**config.mk**
```make
export PLATFORM = sky130hd
export DESIGN_NAME = key_debounce_multi
export DESIGN_NICKNAME = d
export VERILOG_FILES = /design/src/rtl/key_debounce_multi.sv
export SDC_FILE = /design/constraint.sdc
export NUM_CORES = 1
export LEC_CHECK = 0
export ABC_AREA = 1
export CORE_AREA = 2 2 135 137
export DETAILED_ROUTE_END_ITERATION = 16
export DIE_AREA = 0 0 137 139
export PLACE_DENSITY = 0.68
export SYNTH_ARGS = -nofsm -noshare
export SYNTH_HDL_FRONTEND = slang
export SYNTH_SLANG_ARGS = --single-unit
```
**constraint.sdc**
```tcl
create_clock -name clk -period 2 [get_ports clk]
set_input_delay 0.6 -clock clk [delete_from_list [all_inputs] [get_ports clk]]
set_output_delay 0.6 -clock clk [all_outputs]
set_load 0.05 [all_outputs]
```
**src/rtl/key_debounce_multi.sv**
```systemverilog
`timescale 1ns/1ps
// ---------------------------------------------------------------------------
// key_debounce_multi
//
// Multi-channel push-button debouncer and event generator. Every active-low
// key gets a two-flop synchroniser, a private debounce/long-press counter and
// its own one-hot FSM. Per key the block reports a one-cycle press pulse, a
// one-cycle release pulse, a one-cycle long-press pulse and a debounced level.
//
// Ports:
//   clk            system clock
//   rst_n          synchronous, active-low reset
//   key_n          raw asynchronous key inputs, 0 = pressed
//   press_pulse    one-cycle pulse per key when a press is accepted
//   release_pulse  one-cycle pulse per key when a release is accepted
//   long_pulse     one-cycle pulse per key when a press has been held LONG_CYC
//   key_level      debounced key state, 1 = pressed
//   any_press      OR of all press pulses, aligned with them
// ---------------------------------------------------------------------------
module key_debounce_multi #(
  parameter int N_KEYS       = 4,
  parameter int DEBOUNCE_CYC = 10,
  parameter int LONG_CYC     = 50,
  parameter int CNT_W        = 20
) (
  input  logic              clk,
  input  logic              rst_n,
  input  logic [N_KEYS-1:0] key_n,
  output logic [N_KEYS-1:0] press_pulse,
  output logic [N_KEYS-1:0] release_pulse,
  output logic [N_KEYS-1:0] long_pulse,
  output logic [N_KEYS-1:0] key_level,
  output logic              any_press
);

  localparam logic [CNT_W-1:0] DB_LAST   = CNT_W'(DEBOUNCE_CYC - 1);
  localparam logic [CNT_W-1:0] LONG_LAST = CNT_W'(LONG_CYC - 1);

  // One-hot channel states; any other pattern is treated as illegal.
  typedef enum logic [4:0] {
    IDLE       = 5'b00001,
    PRESS_DB   = 5'b00010,
    HELD       = 5'b00100,
    LONG_HELD  = 5'b01000,
    RELEASE_DB = 5'b10000
  } state_e;

  logic [N_KEYS-1:0] sync1_q;
  logic [N_KEYS-1:0] ks_q;
  logic [N_KEYS-1:0] press_d;
  logic [N_KEYS-1:0] release_d;
  logic [N_KEYS-1:0] long_d;
  logic [N_KEYS-1:0] level_d;
  logic [N_KEYS-1:0] press_q;
  logic [N_KEYS-1:0] release_q;
  logic [N_KEYS-1:0] long_q;
  logic [N_KEYS-1:0] level_q;
  logic              any_q;

  // Two-flop synchroniser; reset loads the released level so that a key
  // held through reset is seen as a fresh press afterwards.
  always_ff @(posedge clk) begin
    if (!rst_n) begin
      sync1_q <= '1;
      ks_q    <= '1;
    end else begin
      sync1_q <= key_n;
      ks_q    <= sync1_q;
    end
  end

  for (genvar g = 0; g < N_KEYS; g++) begin : gCh
    state_e           state_q, state_d;
    logic [CNT_W-1:0] cnt_q, cnt_d;
    logic             longDone_q, longDone_d;
    logic             ks;
    logic             pressD, releaseD, longD, levelD;

    assign ks = ks_q[g];

    // Channel state register.
    always_ff @(posedge clk) begin
      if (!rst_n) begin
        state_q    <= IDLE;
        cnt_q      <= '0;
        longDone_q <= 1'b0;
      end else begin
        state_q    <= state_d;
        cnt_q      <= cnt_d;
        longDone_q <= longDone_d;
      end
    end

    // Next-state logic. The counter saturates at each terminal value because
    // every terminal compare leaves the counting state. longDone remembers
    // that this press already produced its long pulse, so a release glitch
    // that drops back to HELD only re-enters LONG_HELD silently.
    always_comb begin
      state_d    = state_q;
      cnt_d      = cnt_q;
      longDone_d = longDone_q;
      case (state_q)
        IDLE: begin
          cnt_d      = '0;
          longDone_d = 1'b0;
          if (!ks) state_d = PRESS_DB;
        end
        PRESS_DB: begin
          if (ks) begin
            state_d = IDLE;
            cnt_d   = '0;
          end else if (cnt_q == DB_LAST) begin
            state_d = HELD;
            cnt_d   = '0;
          end else begin
            cnt_d = cnt_q + CNT_W'(1);
          end
        end
        HELD: begin
          if (ks) begin
            state_d = RELEASE_DB;
            cnt_d   = '0;
          end else if (cnt_q == LONG_LAST) begin
            state_d    = LONG_HELD;
            longDone_d = 1'b1;
          end else begin
            cnt_d = cnt_q + CNT_W'(1);
          end
        end
        LONG_HELD: begin
          if (ks) begin
            state_d = RELEASE_DB;
            cnt_d   = '0;
          end
        end
        RELEASE_DB: begin
          if (!ks) begin
            state_d = HELD;
            cnt_d   = '0;
          end else if (cnt_q == DB_LAST) begin
            state_d = IDLE;
            cnt_d   = '0;
          end else begin
            cnt_d = cnt_q + CNT_W'(1);
          end
        end
        default: begin
          state_d    = IDLE;
          cnt_d      = '0;
          longDone_d = 1'b0;
        end
      endcase
    end

    // Output decode: next values of the registered pulses and level, taken
    // from the same transition conditions as the next-state logic.
    always_comb begin
      pressD   = 1'b0;
      releaseD = 1'b0;
      longD    = 1'b0;
      levelD   = 1'b0;
      case (state_q)
        PRESS_DB: begin
          pressD = !ks && (cnt_q == DB_LAST);
          levelD = pressD;
        end
        HELD: begin
          longD  = !ks && (cnt_q == LONG_LAST) && !longDone_q;
          levelD = 1'b1;
        end
        LONG_HELD: begin
          levelD = 1'b1;
        end
        RELEASE_DB: begin
          releaseD = ks && (cnt_q == DB_LAST);
          levelD   = !releaseD;
        end
        default: begin
          levelD = 1'b0;
        end
      endcase
    end

    assign press_d[g]   = pressD;
    assign release_d[g] = releaseD;
    assign long_d[g]    = longD;
    assign level_d[g]   = levelD;
  end

  // Output registers shared by all channels.
  always_ff @(posedge clk) begin
    if (!rst_n) begin
      press_q   <= '0;
      release_q <= '0;
      long_q    <= '0;
      level_q   <= '0;
      any_q     <= 1'b0;
    end else begin
      press_q   <= press_d;
      release_q <= release_d;
      long_q    <= long_d;
      level_q   <= level_d;
      any_q     <= |press_d;
    end
  end

  assign press_pulse   = press_q;
  assign release_pulse = release_q;
  assign long_pulse    = long_q;
  assign key_level     = level_q;
  assign any_press     = any_q;

endmodule
```
* Word-level counts from Yosys, hierarchy flattened
Cells that the tools add are included.
** Storage, ports and cells
- Register bits after elaboration :: 129
- Bits of input ports :: 6
- Output and inout port bits :: 17
- Word-level logic and storage cells :: 234
** Operators by class
- Add/subtract/negate cells :: 4
- Eq/ne operators :: 60
- Muxes and demuxes :: 84
- Bitwise logic cells :: 4
- Reduce and logical (&&, ||, !) cells :: 57
** Operators with widths (count)
- $mux 20 :: 24
- $pmux 20 s4 :: 4
- $mux 5 :: 32
- $pmux 5 s5 :: 4
- $add 20x1->20 const B :: 4
- $eq 20x4->1 const B :: 4
- $eq 20x6->1 const B :: 4
- $ne 3x3->1 const B :: 16
- $ne 2x2->1 const B :: 16
- $reduce_and 2->1 :: 12
- $eq 5x1->1 const B :: 4
- $eq 5x2->1 const B :: 4
- $eq 5x3->1 const B :: 4
- $eq 5x4->1 const B :: 4
- $eq 5x5->1 const B :: 4
- $reduce_and 5->1 :: 4
- $logic_and 1x1->1 :: 16
- $logic_not 1->1 :: 12
- $mux 1 :: 12
- $pmux 1 s3 :: 4
- $reduce_and 3->1 :: 4
- $reduce_or 3->1 :: 4
- $pmux 1 s2 :: 4
- $reduce_or 2->1 :: 4
- other kinds (2) :: 5

* Logic depth before layout (Yosys ltp)
Gate-level depths: netlist of the first run.
- Word-level depth :: 4
- Depth in mapped cells :: 14
- Gate-level depth less buffers :: 13

* Least setup slack after synthesis of the first run
No wires, ideal clock.
- Path kind :: register to register
- Start :: reg gCh[2].cnt_q[0]
- End :: reg gCh[2].cnt_q[17]
- Setup time :: 0.132 ns
- Arrival :: 1.446 ns
- Required time :: 1.868 ns
- Path slack :: 0.422 ns
- Cell stages (with the launch flop) :: 12
- Path buffers :: 1
- Period minus slack after synthesis :: 1.578 ns
- Cells stage by stage :: dfxtp_1 ha_1 inv_1 nor2_1 nand3_1 nor2_2 nand3_4 nand2_2 buf_6 nor2_1 nand2_1 a21oi_1
** On the way
- Longest elaborated chain between the ends :: 4
- Elaborated cells between the ends (all ways) :: 11
** RTL lines
- start, declared :: line 74 : logic [CNT_W-1:0] cnt_q, cnt_d;
- start signal, assigned :: line 89 : cnt_q <= cnt_d;
- $add 20x1->20 or $eq 20x4->1 (tied branches)
- $mux 20 (on tied branches) :: line 112, 140, 123
- $mux 20 (on tied branches) :: line 137, 109, 120
- $pmux 20 s4 :: line 102 : case (state_q)
Several ways; a longest one is shown, not always the timed one. The select of a mux whose other input is x is not followed.
A chain may end at the register's enable or synchronous reset.

* Worst setup path in the final report of the first run
- Start :: reg gCh[1].cnt_q[0]
- End :: reg gCh[1].cnt_q[16]
** On the way
- Longest elaborated chain between the ends :: 4
- Elaborated cells between the ends (all ways) :: 11
** RTL lines (line)
- start, declared :: 74
- start signal, assigned :: 89
- $add 20x1->20 or $eq 20x4->1 (tied branches)
- $mux 20 (on tied branches) :: 112, 140, 123
- $mux 20 (on tied branches) :: 137, 109, 120
- $pmux 20 s4 :: 102
Several ways; a longest one is shown, not always the timed one. The select of a mux whose other input is x is not followed.

==> summary.md, run 1 <==
| Metric | Value |
|---|---|
| Outcome | `finished, final reports clean` |
| Comb pwr share | `12.7%` |
| WHS Path Cells | `1` |
| Critical path's slowest cell | `dfxtp_1` |
| Placed Instances | `1483` |
| Crit path max-delay family | `simple AND/OR/NAND/NOR gates` |
| Row Count | `49` |
| Synth cell types | `44` |
| Period utilization | `91.60%` |
| Pwr dens | `797.5 nW/um^2` |
| Synth Area per Inst | `6.286 um^2` |
| Number of post-CTS setup repair buffers | `0` |
| Crit path depth | `8` |
| Register bit total from synthesis | `129` |
| CTS tree | `built` |
| Worst-path clk slew | `0.06 ns` |
| Mean number of vias per cell | `5.060` |
| Worst Path Max Fanout | `5` |
| Die X-Extent | `137 um` |
| Hold path start | `sync1_q[1]$_SDFF_PN1_` |
| Vias in the first global route | `7016` |
| Yosys warns | `0` |
| Top Ports | `23` |
| Crit path time final | `1.832 ns` |
| Clk pwr share | `48.4%` |
| Reg2reg end | `gCh[1].cnt_q[16]$_SDFFE_PN0P_` |
| First-pass GRT wire length | `31.55 mm` |
| Initial antenna violation count | `0` |
| Area after DPL | `8262 um^2` |
| Net count after synthesis | `1251` |
| Final hold vios | `0` |
| Nets | `1287` |
| Die span in y | `139 um` |
| Clock Tree Buf Depth | `2` |
| Slew @ Worst Pin | `0.4466 ns` |
| Met2 wire length | `8.763 mm` |
| Fillers | `1772` |
| DRT iter0 DRCs | `412` |
| Part of the Yosys area used for sequential elements | `33.21%` |
| RSZ-0062 raised after global routing | `no` |
| Sequential fraction of design power | `38.9%` |
| Internal Pwr Total | `0.005251 W` |
| Max-Cap Viols | `0` |
| Worst rel slew slack | `69.98%` |
| GRT overflow | `0` |
| M1 WL | `8.689 mm` |
| Internal reg-to-reg setup slack | `0.17 ns` |
| Critical path, cell by cell | `ha_1, nand3_1, nor4_2, nand2_1, nor2_1, nand3_1, nand2_1, nor2_1` |
| HPWL Detailed | `13.18 mm` |
| Non-Filler Instances | `1515` |
| Final Skew | `0.01579 ns` |
| EDFF count, synth | `0` |
| GPL Wtd Cong | `0.8874` |
| Clock root buffer | `clkbuf_16` |
| Switch share | `26.29%` |
| Leading area contributor after synthesis | `dfxtp_1` |
| Post-cts resize count | `0` |
| Max Clk Rate | `545.8 MHz` |
| Switch Pwr | `0.001873 W` |
| Routed Antenna Nets | `0` |
| Drt drc | `0` |
| Cts hold-fix bufs | `0` |
| Ys async rst share | `0%` |
| Fin area | `8932 um^2` |
| Met3 wire length | `705 um` |
| Initial Utilization | `44.04%` |
| WP data arrival | `2.14 ns` |
| Die ar. | `19040 um^2` |
| Primary FF master, synth | `dfxtp_1` |
| Leakage power | `3.705 nW` |
| Pin count of the biggest net entering global routing | `38` |
| Hold crit path type | `reg -> reg` |
| Via Count | `7666` |
| Htree depth | `4` |
| Gate Count Post-Synth | `1237` |
| Final TNS setup | `0 ns` |
| Crit path launch type | `register` |
| Critical Path RT | `2.30 ns` |
| CP max stage delay | `0.40 ns` |
| Critical path buffer and inverter count | `0` |
| Routed wire per std cell | `12.14 um` |
| R2R cell count | `8` |
| Layout cell share with drive strength beyond 1 | `12.60%` |
| Hold Path End | `ks_q[1]$_SDFF_PN1_` |
| Area Growth Syn to Fin | `14.87%` |
| Crit. End Element | `register` |
| Critical register-to-register path startpoint | `gCh[1].cnt_q[0]$_SDFFE_PN0P_` |
| Global Route Usage Sum | `20.12%` |
| Top cell type's share of synthesized area | `33.21%` |
| Sink Count | `129` |
| Mapped Area | `7776 um^2` |
| CP Class | `reg -> reg` |
| Worst vdd ir | `602.9 uV` |
| # diodes | `0` |
| PortBufs | `22` |
| Max-slew violation count | `0` |
| CTS Buf Count | `17` |
| Highest metal used | `met4` |
| Detailed Routing Iterations Pass 1 | `5` |
| Core area | `17660 um^2` |
| Detailed Route WL | `18.40 mm` |
| Synth area leaders | `dfxtp_1 33%, nand2_1 14%, nor2_1 11%` |
| # setup viols final | `0` |
| Clk Latency, worst-skew pair | `0.43 ns` |
[state kept, by name (all words and copies together) (netlist names)]
name	count
any_press	1
gCh.cnt_q	80
gCh.longDone_q	4
gCh.state_q	20
key_level	4
ks_q	4
long_pulse	4
press_pulse	4
release_pulse	4
sync1_q	4
[Yosys cell counts (10+ instances only)]
cell / n
nor2_1: 230
a21oi_1: 31
o21ai_0: 28
o21ai_1: 13
inv_1: 167
nand4_1: 47
or2_2: 13
nor2_2: 32
nand3_1: 119
nor3_1: 23
o21bai_1: 10
nand2_2: 10
dfxtp_1: 129
buf_6: 10
nand2_1: 295
[power by group through the flow]
stage               combinational, W  clock (W)  sequential [W]
global route                 0.00105    0.00362         0.00279
CTS                         0.000905    0.00350         0.00277
global placement            0.000886          0         0.00282
finish                      0.000905    0.00345         0.00277
floorplan                   0.000707          0         0.00282
detailed placement          0.000900          0         0.00283
[layout by cell type, fill, tap and decap left out, types with 28 or more instances in the layout]
cell type  instances
nand2_1          295
nor2_1           228
inv_1            167
dfxtp_1          128
nand3_1          118
nand4_1           47
nor2_2            33
a21oi_1           31
buf_4             30
o21ai_0           28
[kinds of logic after synthesis]
logic type	after synthesis	synth area share (%)
buf+inv	199	10.89
flops	129	33.21
fa+ha+maj	8	1.287
simple gates	804	47.29
compound gates	93	6.854
xor+xnor	3	0.3380
mux	1	0.1287
[area by class of cell]
| class | instances | area [um^2] | area share [%] |
|---|---|---|---|
| timing repair buffer | 40 | 375.4 | 4.202 |
| clock inverter | 14 | 212.7 | 2.381 |
| inverter | 176 | 670.6 | 7.508 |
| multi-input combinational | 909 | 4364 | 48.86 |
| tap | 229 | 286.5 | 3.208 |
| clock buffer | 18 | 439.2 | 4.917 |
| sequential | 129 | 2584 | 28.93 |
[layer usage]
layer	up-vias	track usage (%)
li1	4015	-
met1	3494	25.94
met2	136	33.70
met3	21	4.094
met4	0	5.860
met5	-	0
[how the worst max path moves through the flow]
stage	startpoint	end	slack, ns
2_1_floorplan	gCh[2].cnt_q[0]$_SDFFE_PN0P_	gCh[2].cnt_q[17]$_SDFFE_PN0P_	0.42
3_3_place_gp	rst_n	key_level[0]$_SDFF_PN0_	0.006
3_5_place_dp	rst_n	key_level[0]$_SDFF_PN0_	-0.01
4_1_cts	gCh[3].cnt_q[0]$_SDFFE_PN0P_	gCh[3].cnt_q[16]$_SDFFE_PN0P_	0.11
5_1_grt	gCh[1].cnt_q[0]$_SDFFE_PN0P_	gCh[1].cnt_q[16]$_SDFFE_PN0P_	0.004
6_report	gCh[1].cnt_q[0]$_SDFFE_PN0P_	gCh[1].cnt_q[16]$_SDFFE_PN0P_	0.17
[stage by stage]
step                      hold WS, ns  total power [W]  setup slack (ns)  util [%]
after detailed placement       0.4012         0.003729          -0.01057     46.79
after global placement         0.3961         0.003710          0.006284     46.79
final                          0.4179         0.007124            0.1679     50.59
after CTS                      0.4194         0.007177            0.1104     50.48
after floorplan                0.3925         0.003529            0.4216         -
after global routing           0.4380         0.007457          0.003778     50.59
(Power assumes the default switching activity.)
==> run 2: changes to the inputs <==
--- a/config.mk
+++ b/config.mk
@@ -13,3 +13,4 @@
 export SYNTH_ARGS = -nofsm -noshare
 export SYNTH_HDL_FRONTEND = slang
 export SYNTH_SLANG_ARGS = --single-unit
+export TNS_END_PERCENT = 20
==> results of run 2 <==
No change in the layout: final DEF, timing and power equal those of run 1.
==> run 3: changes to the inputs <==
--- a/config.mk
+++ b/config.mk
@@ -7,6 +7,7 @@
 export LEC_CHECK = 0
 export ABC_AREA = 1
 export CORE_AREA = 2 2 135 137
+export CTS_BUF_LIST = sky130_fd_sc_hd__clkbuf_4 sky130_fd_sc_hd__clkbuf_8
 export DETAILED_ROUTE_END_ITERATION = 16
 export DIE_AREA = 0 0 137 139
 export PLACE_DENSITY = 0.68
==> run 3 against run 2 <==
Effect of this change: first-iteration DRC count is 2.2% higher; routed wire length fell by 2.1%; combinational power barely moved; largest cell class unchanged; sequential power about the same; highest routed layer unchanged; final cell count unchanged; total power fell by 12%; critical path depth grew 1.
==> summary.md, run 3 (synthesized netlist as in run 1, its figures left out) <==
| Metric | Value |
|---|---|
| WP data arrival | `2.24 ns` |
| Critical path buffer and inverter count | `1` |
| # diodes | `0` |
| GPL Wtd Cong | `0.8874` |
| Post-layout util | `49.54%` |
| Sequential fraction of design power | `44.1%` |
| Detailed Routing Iterations Pass 1 | `7` |
| CTS tree | `built` |
| Clock root buffer | `clkbuf_8` |
| Fin area | `8747 um^2` |
| Critical Path RT | `2.38 ns` |
| Minimum hold slack | `0.4225 ns` |
| Clk Latency, worst-skew pair | `0.45 ns` |
| Max Clk Rate | `539.2 MHz` |
| Die ar. | `19040 um^2` |
| Comb pwr share | `14.4%` |
| Met3 wire length | `637 um` |
| RSZ-0062 raised after global routing | `yes` |
| Critical path, cell by cell | `ha_1, nand3_1, inv_1, nand2_1, nor3_1, nand4_1, nand2_1, nand2_1, nor2_1` |
| CTS Buf Count | `17` |
| Top Ports | `23` |
| Leading cell type in the layout, fill and taps excluded | `nand2_1` |
| Crit path launch type | `register` |
| GRT overflow | `0` |
| Fillers | `1819` |
| Drt drc | `0` |
| HPWL Detailed | `13.18 mm` |
| Clock Tree Buf Depth | `2` |
| Row Count | `49` |
| Overall Power | `0.006276 W` |
| Pre-CTS WS | `-0.01057 ns` |
| Leakage power | `3.635 nW` |
| Crit path time final | `1.855 ns` |
| Footprint of the multi-input gates | `4370 um^2` |
| Nets | `1287` |
| Switch Pwr | `0.001755 W` |
| Die X-Extent | `137 um` |
| Global Route Usage Sum | `19.69%` |
| Routed wire per std cell | `11.89 um` |
| Internal Pwr Total | `0.004521 W` |
| Area after DPL | `8262 um^2` |
| CP Class | `reg -> reg` |
| Final hold vios | `0` |
| Met2 wire length | `8.338 mm` |
| Detailed Route WL | `18.01 mm` |
| Cts hold-fix bufs | `0` |
| Pin count of the biggest net entering global routing | `38` |
| Crit. End Element | `register` |
| M1 WL | `8.722 mm` |
| Worst Path Max Fanout | `5` |
| CP max stage delay | `0.41 ns` |
| Highest metal used | `met4` |
| Layout cell share with drive strength beyond 1 | `12.52%` |
| Mean number of vias per cell | `5.048` |
| Switch share | `27.96%` |
| Routed Antenna Nets | `0` |
| Critical path's slowest cell | `dfxtp_1` |
| Worst-path clk slew | `0.08 ns` |
| Crit path max-delay family | `simple AND/OR/NAND/NOR gates` |
| Max-slew violation count | `0` |
| Slew @ Worst Pin | `0.3858 ns` |
| Post-cts resize count | `0` |
| Vias in the first global route | `6961` |
| Initial antenna violation count | `0` |
| # setup viols final | `0` |
| Outcome | `finished, final reports clean` |
| Clk pwr share | `41.5%` |
| Area Growth Syn to Fin | `12.49%` |
| Final Skew | `0.01319 ns` |
| DRT iter0 DRCs | `421` |
| Hold crit path type | `reg -> reg` |
| Period utilization | `92.73%` |
| Core area | `17660 um^2` |
| PortBufs | `22` |
| Number of post-CTS setup repair buffers | `0` |
| Worst setup margin | `0.1454 ns` |
| Most frequent cells in the layout | `295 x nand2_1, 229 x nor2_1, 167 x inv_1` |
| Die span in y | `139 um` |
| Pwr dens | `717.4 nW/um^2` |
| Sink Count | `129` |
| Via Count | `7648` |
| Max FFs per register | `80` |
| Worst vdd ir | `788.3 uV` |
| Largest register by flop count | `gCh.cnt_q` |
| Largest registers | `gCh.cnt_q x80, gCh.state_q x20` |
| Worst rel slew slack | `74.08%` |
| Max-Cap Viols | `0` |
| First-pass GRT wire length | `30.97 mm` |
| Initial Utilization | `44.04%` |
| Htree depth | `4` |
| Crit-path most repeated cell | `nand2_1` |
| FF+latch area | `2584 um^2` |
## run 3: changes by cell type in the layout (fill, tap and decap cells not counted)
cell and delta:
clkbuf_8 +17, nor2_1 +1, clkbuf_16 -17, nor2_2 -1, nor4_2 -1, nor4_4 +1
## run 3: worst paths after layout
kind,from,to,slack [ns],cells after the start
worst min-delay path,sync1_q[3]$_SDFF_PN1_,ks_q[3]$_SDFF_PN1_,0.42,1
worst min register to register,sync1_q[3]$_SDFF_PN1_,ks_q[3]$_SDFF_PN1_,0.42,1
worst max register to register,gCh[1].cnt_q[0]$_SDFFE_PN0P_,gCh[1].cnt_q[18]$_SDFFE_PN0P_,0.15,9
worst max-delay path,gCh[1].cnt_q[0]$_SDFFE_PN0P_,gCh[1].cnt_q[18]$_SDFFE_PN0P_,0.15,9
## run 3: power by group through the flow
stage	Combinational, W	Sequential (W)	Clock [W]
after floorplan	0.000707	0.00282	0
after global placement	0.000886	0.00282	0
after detailed placement	0.000900	0.00283	0
after CTS	0.000905	0.00277	0.00266
after global routing	0.00105	0.00278	0.00278
final	0.000903	0.00277	0.00260
## run 3: per-stage QoR
| stage | cells | TNS, ns |
|---|---|---|
| 3_5_place_dp | 1483 | -0.01057 |
| 6_report | 1515 | 0 |
| 4_1_cts | 1515 | 0 |
| 2_1_floorplan | 1237 | 0 |
| 5_1_grt | 1515 | -0.001066 |
| 3_3_place_gp | 1483 | 0 |
## run 3: per-layer routing
layer | up-vias | global-route usage (%)
met5 | - | 0
met1 | 3455 | 25.75
li1 | 4016 | -
met2 | 143 | 32.36
met3 | 34 | 4.020
met4 | 0 | 6.131
## run 3: area by class of cell
class / count / area share [%]
Inverter: 176 / 7.667
Clock buffer: 18 / 2.832
Timing Repair Buffer: 40 / 4.291
Multi-Input combinational cell: 909 / 49.96
Clock inverter: 14 / 2.432
Sequential cell: 129 / 29.54
Tap cell: 229 / 3.276
